<file path="src/rtl/window3x3_gen.sv">
`default_nettype none
// ============================================================================
// Module      : window3x3_gen
// Description : Streams 3-pixel columns in and emits one 3x3 window per pixel,
//               with per-frame constant-pad or edge-replicate border taps.
// Revision    : 1.0  initial release
// ============================================================================
module window3x3_gen #(
  parameter int            DW        = 8,
  parameter int            COLS      = 400,
  parameter int            ROWS      = 400,
  parameter logic [DW-1:0] PAD_VALUE = '0
) (
  input  logic            clk,
  input  logic            rst,
  input  logic [3*DW-1:0] col_i,
  input  logic            valid_i,
  input  logic            sof_i,
  output logic            ready_o,
  input  logic            border_mode_i,
  output logic [9*DW-1:0] win_o,
  output logic            valid_o,
  input  logic            ready_i,
  output logic            sof_o,
  output logic            eol_o,
  output logic            eof_o
);

  localparam int              c_CW       = $clog2(COLS);
  localparam int              c_RW       = $clog2(ROWS);
  localparam logic [c_CW-1:0] c_LAST_COL = c_CW'(COLS - 1);
  localparam logic [c_CW-1:0] c_PEN_COL  = c_CW'(COLS - 2);
  localparam logic [c_RW-1:0] c_LAST_ROW = c_RW'(ROWS - 1);

  typedef enum logic [1:0] {
    ST_PRIME = 2'd0,
    ST_RUN   = 2'd1,
    ST_FLUSH = 2'd2
  } state_t;

  state_t          r_state;
  state_t          w_state_nxt;
  logic [3*DW-1:0] r_prev;
  logic [3*DW-1:0] r_cur;
  logic [c_CW-1:0] r_in_col;
  logic [c_RW-1:0] r_in_row;
  logic [c_CW-1:0] r_out_col;
  logic [c_RW-1:0] r_out_row;
  logic            r_mode;

  logic            w_slot_free;
  logic            w_accept;
  logic            w_sof_load;
  logic            w_load;
  logic            w_last_in;
  logic            w_top_inv;
  logic            w_bot_inv;
  logic            w_left_inv;
  logic            w_right_inv;
  logic [9*DW-1:0] w_win;
  logic [3*DW-1:0] w_colw [3];
  logic [DW-1:0]   w_pix  [3][3];

  assign w_slot_free = ~valid_o | ready_i;
  assign ready_o     = (r_state != ST_FLUSH) & w_slot_free;
  assign w_accept    = valid_i & ready_o;
  assign w_sof_load  = w_accept & sof_i;
  assign w_last_in   = (r_in_row == c_LAST_ROW) && (r_in_col == c_PEN_COL);
  assign w_load      = ((r_state == ST_RUN) & w_accept & ~sof_i) |
                       ((r_state == ST_FLUSH) & w_slot_free);

  assign w_top_inv   = (r_out_row == '0);
  assign w_bot_inv   = (r_out_row == c_LAST_ROW);
  assign w_left_inv  = (r_out_col == '0);
  assign w_right_inv = (r_out_col == c_LAST_COL);

  // The live input column serves as the right-hand stage; in FLUSH it is
  // always masked, so its content there is irrelevant.
  assign w_colw[0] = r_prev;
  assign w_colw[1] = r_cur;
  assign w_colw[2] = col_i;

  for (genvar gi = 0; gi < 3; gi++) begin : g_row
    for (genvar gj = 0; gj < 3; gj++) begin : g_col
      logic w_rinv;
      logic w_cinv;
      logic [DW-1:0] w_rep;

      assign w_pix[gi][gj] = w_colw[gj][DW*(2-gi) +: DW];
      assign w_rinv = (gi == 0) ? w_top_inv  : ((gi == 2) ? w_bot_inv   : 1'b0);
      assign w_cinv = (gj == 0) ? w_left_inv : ((gj == 2) ? w_right_inv : 1'b0);
      assign w_rep  = w_rinv ? (w_cinv ? w_pix[1][1] : w_pix[1][gj]) : w_pix[gi][1];
      assign w_win[DW*(3*gi+gj) +: DW] =
        (w_rinv | w_cinv) ? (r_mode ? w_rep : PAD_VALUE) : w_pix[gi][gj];
    end
  end

  always_comb begin
    w_state_nxt = r_state;
    case (r_state)
      ST_PRIME: if (w_sof_load) w_state_nxt = ST_RUN;
      ST_RUN:   if (w_accept && !sof_i && w_last_in) w_state_nxt = ST_FLUSH;
      ST_FLUSH: if (w_slot_free) w_state_nxt = ST_PRIME;
      default:  w_state_nxt = ST_PRIME;
    endcase
  end

  always_ff @(posedge clk) begin
    if (rst) begin
      r_state   <= ST_PRIME;
      r_prev    <= '0;
      r_cur     <= '0;
      r_in_col  <= '0;
      r_in_row  <= '0;
      r_out_col <= '0;
      r_out_row <= '0;
      r_mode    <= 1'b0;
      win_o     <= '0;
      valid_o   <= 1'b0;
      sof_o     <= 1'b0;
      eol_o     <= 1'b0;
      eof_o     <= 1'b0;
    end else begin
      r_state <= w_state_nxt;

      if (w_accept) begin
        r_prev <= r_cur;
        r_cur  <= col_i;
      end

      // A frame start (also an abort in RUN) restarts every counter.
      if (w_sof_load) begin
        r_in_col  <= '0;
        r_in_row  <= '0;
        r_out_col <= '0;
        r_out_row <= '0;
        r_mode    <= border_mode_i;
      end else begin
        if (w_accept) begin
          if (r_in_col == c_LAST_COL) begin
            r_in_col <= '0;
            r_in_row <= (r_in_row == c_LAST_ROW) ? '0 : r_in_row + c_RW'(1);
          end else begin
            r_in_col <= r_in_col + c_CW'(1);
          end
        end
        if (w_load) begin
          if (r_out_col == c_LAST_COL) begin
            r_out_col <= '0;
            r_out_row <= (r_out_row == c_LAST_ROW) ? '0 : r_out_row + c_RW'(1);
          end else begin
            r_out_col <= r_out_col + c_CW'(1);
          end
        end
      end

      if (w_load) begin
        win_o   <= w_win;
        valid_o <= 1'b1;
        sof_o   <= w_top_inv & w_left_inv;
        eol_o   <= w_right_inv;
        eof_o   <= w_bot_inv & w_right_inv;
      end else if (ready_i) begin
        valid_o <= 1'b0;
      end
    end
  end

endmodule
`default_nettype wire

</file>
<file path="config.mk">
export PLATFORM = sky130hd
export DESIGN_NAME = window3x3_gen
export DESIGN_NICKNAME = d
export VERILOG_FILES = /design/src/rtl/window3x3_gen.sv
export SDC_FILE = /design/constraint.sdc
export NUM_CORES = 1
export LEC_CHECK = 0
export ABC_AREA = 1
export CAP_MARGIN = 30
export CORE_AREA = 4 4 156 158
export CTS_CLUSTER_DIAMETER = 50
export DETAILED_ROUTE_END_ITERATION = 8
export DIE_AREA = 0 0 160 162
export SLEW_MARGIN = 0
export SYNTH_ARGS = -nofsm -noshare
export SYNTH_HDL_FRONTEND = slang
export SYNTH_SLANG_ARGS = --single-unit
</file>
<file path="constraint.sdc">
create_clock -name clk -period 2.6 [get_ports clk]
set_clock_uncertainty 0.1 [all_clocks]
set_input_delay 0.78 -clock clk [delete_from_list [all_inputs] [get_ports clk]]
set_output_delay 0.78 -clock clk [all_outputs]
set_load 0.03 [all_outputs]
</file>
==> key figures <==
STA
  – Count of final hold-check violations: 0
  – Final period util: between 90% and 100%
  – Final Max Slew Viols: 0
  – Relative max-transition margin: approximately 60%
  – Hold WS: 355.1 ps
  – Final setup margin: 91.60 ps
  – Setup tns final: 0 ps
  – Fin crit period: around 2500 ps
  – Fmax: 0.3987 GHz
  – RSZ-0062 raised after global routing: no
  – Worst-margin pin slew: 580.0 ps
  – Setup-failing EPs final: 0

Route
  – WL met2: ~11000 um
  – Routed Antenna Nets: 0
  – DR top layer: met4
  – Metal3 WL: 1659 um
  – Number of DRC markers in iteration 0: 708
  – Residual DRC: 0
  – DR vias: between 7000 and 8000
  – Met1 WL: 11710 um
  – Final WL: 24680 um
  – Via density: around 5.1
  – Pre-Repair DR Iteration Count: 5
  – WL/cell: approximately 16 um

Synthesis
  – Ys Warns: 0
  – Gate count of the mapped netlist: around 1200
  – Net Count, Synth: between 1000 and 1500
  – Netlist cell types: 33
  – Sequential fraction of the synthesis area: 40.99%
  – FF+latch count, synth: approximately 160
  – Cell area after synthesis: 0.007961 mm2
  – Synthesized area per cell: approximately 7 um2

Placement
  – Post-DP Area: ~0.0093 mm2
  – Port Buffers: 106
  – GPL Wtd Cong: a little under 0.9
  – HPWL Detailed: 17960 um
  – Place WS: -39.79 ps

Power and ir drop
  – Leak Pwr: between 4 and 5 nW
  – Clock power share: roughly 41%
  – Int Pwr: 0.004562 W
  – Worst VDD drop: just under 0.4 mV
  – Power density over the cells: 642.9 mW/mm2
  – Sw Share: 28.21%
  – Psw: 0.001792 W
  – Seq pwr share: between 40 and 50%
  – Comb pwr share: 15.6%

Layout
  – Antenna diodes: 0
  – Most common cell after layout, fill and taps aside: nand2_1
  – Post-Layout Inst Area: ~0.01 mm2
  – Most frequent cells in the layout: 236 x nand2_1, 163 x dfxtp_1, 132 x a21oi_1
  – Layout cell share with drive strength beyond 1: roughly 7.8%
  – Nets: ~1300
  – Final Util: 42.74%
  – Area Growth Syn to Fin: 24.14%

Status
  – Outcome: finished clean

Job
  – Total of max-cap violations: 0

Die
  – Die width: 160 um
  – Standard-cell rows: 56
  – Area of the die: 0.02592 mm2
  – Num ports: 107
  – Core Footprint: about 0.023 mm2
  – Die Y-Extent: 162 um
  – Initial Util: between 30% and 40%

GRT
  – Initial antenna violation count: 0
  – First-pass GRT wire length: roughly 40000 um
  – Total global-route track usage: 18.68%
  – Remaining Overflow, GRT: 0
  – Vias in the first global route: roughly 7100
  – Largest net degree at the start of global routing: 63

Critical path
  – Worst Path Arrival: around 1600 ps
  – CP Capture Type: primary output
  – Crit-path max FO: 5
  – Worst Path Required: 1720 ps
  – WS Path Type: in -> out
  – CP Launch Type: primary input

Clock network
  – Clk Latency, worst-skew pair: roughly 430 ps
  – Clock Tree Buf Depth: 2
  – CTS tree: yes
  – Clock-pin slew on the worst setup and hold paths: 70 ps
  – Setup bufs post-CTS: 0
  – # hold bufs at CTS: 0
  – Sink Count: 163
  – Num CTS Buffers: 17
  – Root buffer cell: clkbuf_16
  – CTS H-Tree Depth: 4
  – Resized cells post-CTS: 0

Hold path
  – HP Class: reg -> reg
==> final cells by class <==
class / instances / area [um2]
timing repair buffer: 129 / 1306
tap: 290 / 362.8
clock inverter: 11 / 153.9
fill: 2427 / 13240
clock buffer: 20 / 446.7
inverter: 130 / 488.0
multi-input combinational: 811 / 3862
sequential: 163 / 3263
==> synthesized netlist by cell type <==
| cell type | n | area [um2] |
|---|---|---|
| a21oi_1 | 132 | 660.6 |
| a21oi_2 | 4 | 35.03 |
| and3_1 | 1 | 6.260 |
| buf_1 | 1 | 3.750 |
| buf_2 | 26 | 130.1 |
| buf_4 | 5 | 37.54 |
| buf_6 | 6 | 67.56 |
| clkbuf_1 | 25 | 93.84 |
| clkbuf_2 | 3 | 15.01 |
| dfxtp_1 | 163 | 3263 |
| ha_1 | 7 | 87.58 |
| inv_1 | 119 | 446.7 |
| inv_2 | 11 | 41.29 |
| nand2_1 | 236 | 885.9 |
| nand2_2 | 8 | 50.05 |
| nand2_4 | 4 | 45.04 |
| nand3_1 | 107 | 535.5 |
| nand3_2 | 1 | 10.01 |
| nand3_4 | 2 | 35.03 |
| nand3b_1 | 3 | 22.52 |
| nand4_1 | 7 | 43.79 |
| nand4_2 | 2 | 25.02 |
| nor2_1 | 112 | 420.4 |
| nor2_2 | 6 | 37.54 |
| nor2_4 | 3 | 33.78 |
| nor3_1 | 9 | 45.04 |
| o21ai_0 | 125 | 625.6 |
| o21ai_1 | 30 | 150.1 |
| o21bai_4 | 1 | 18.77 |
| o31ai_1 | 2 | 15.01 |
| or2_2 | 2 | 12.51 |
| xnor2_1 | 1 | 8.760 |
| xor2_1 | 6 | 52.55 |
==> through the flow <==
step / power, W / std cells
finish: 0.006354 / 1554
CTS: 0.006388 / 1554
global route: 0.006594 / 1554
global placement: 0.003797 / 1523
detailed placement: 0.003803 / 1523
floorplan: 0.003386 / 1170
==> state kept, by name, indices dropped and copies added (netlist names) <==
signal,cells
eof_o,1
r_in_row,9
sof_o,1
r_in_col,9
eol_o,1
r_mode,1
win_o,72
r_cur,24
r_out_col,9
r_prev,24
valid_o,1
r_out_row,9
r_state,2
==> layer usage <==
| layer | GRT usage [%] | vias up |
|---|---|---|
| li1 | - | 3976 |
| met1 | 26.86 | 3639 |
| met2 | 28.59 | 271 |
| met3 | 3.679 | 24 |
| met4 | 5.280 | 0 |
| met5 | 0 | - |
==> critical path: stages <==
cell and delay [ps]:
clkdlybuf4s50_1 470, inv_2 50, nand2_4 80, nand2_1 50, inv_1 50, buf_4 150
==> kinds of logic after synthesis <==
logic type / count (synthesis) / synth area share (%)
AO/OA/AOI/OAI: 294 / 18.91
XOR/XNOR: 7 / 0.7701
adder cells (fa/ha/maj): 7 / 1.100
buffers and inverters: 196 / 10.50
flip-flops: 163 / 40.99
AND/OR/NAND/NOR: 503 / 27.74
==> worst paths after layout <==
| check | from | to | slack, ps | depth (start not counted) |
|---|---|---|---|---|
| worst min register to register | r_prev[22] | r_prev[22] | 360 | 2 |
| worst max-delay path | ready_i | ready_o | 90 | 6 |
| worst max register to register | r_out_row[0] | win_o[0] | 400 | 9 |
| worst min-delay path | r_prev[22] | r_prev[22] | 360 | 2 |
==> power groups by stage <==
stage	clock [W]	combinational [W]	sequential, W
after floorplan	0	0.000437	0.00295
after global placement	0	0.000984	0.00281
after detailed placement	0	0.000991	0.00281
after CTS	0.00263	0.000996	0.00276
after global routing	0.00274	0.00108	0.00277
final	0.00260	0.000994	0.00276
Power figures use the tool's default switching activity.
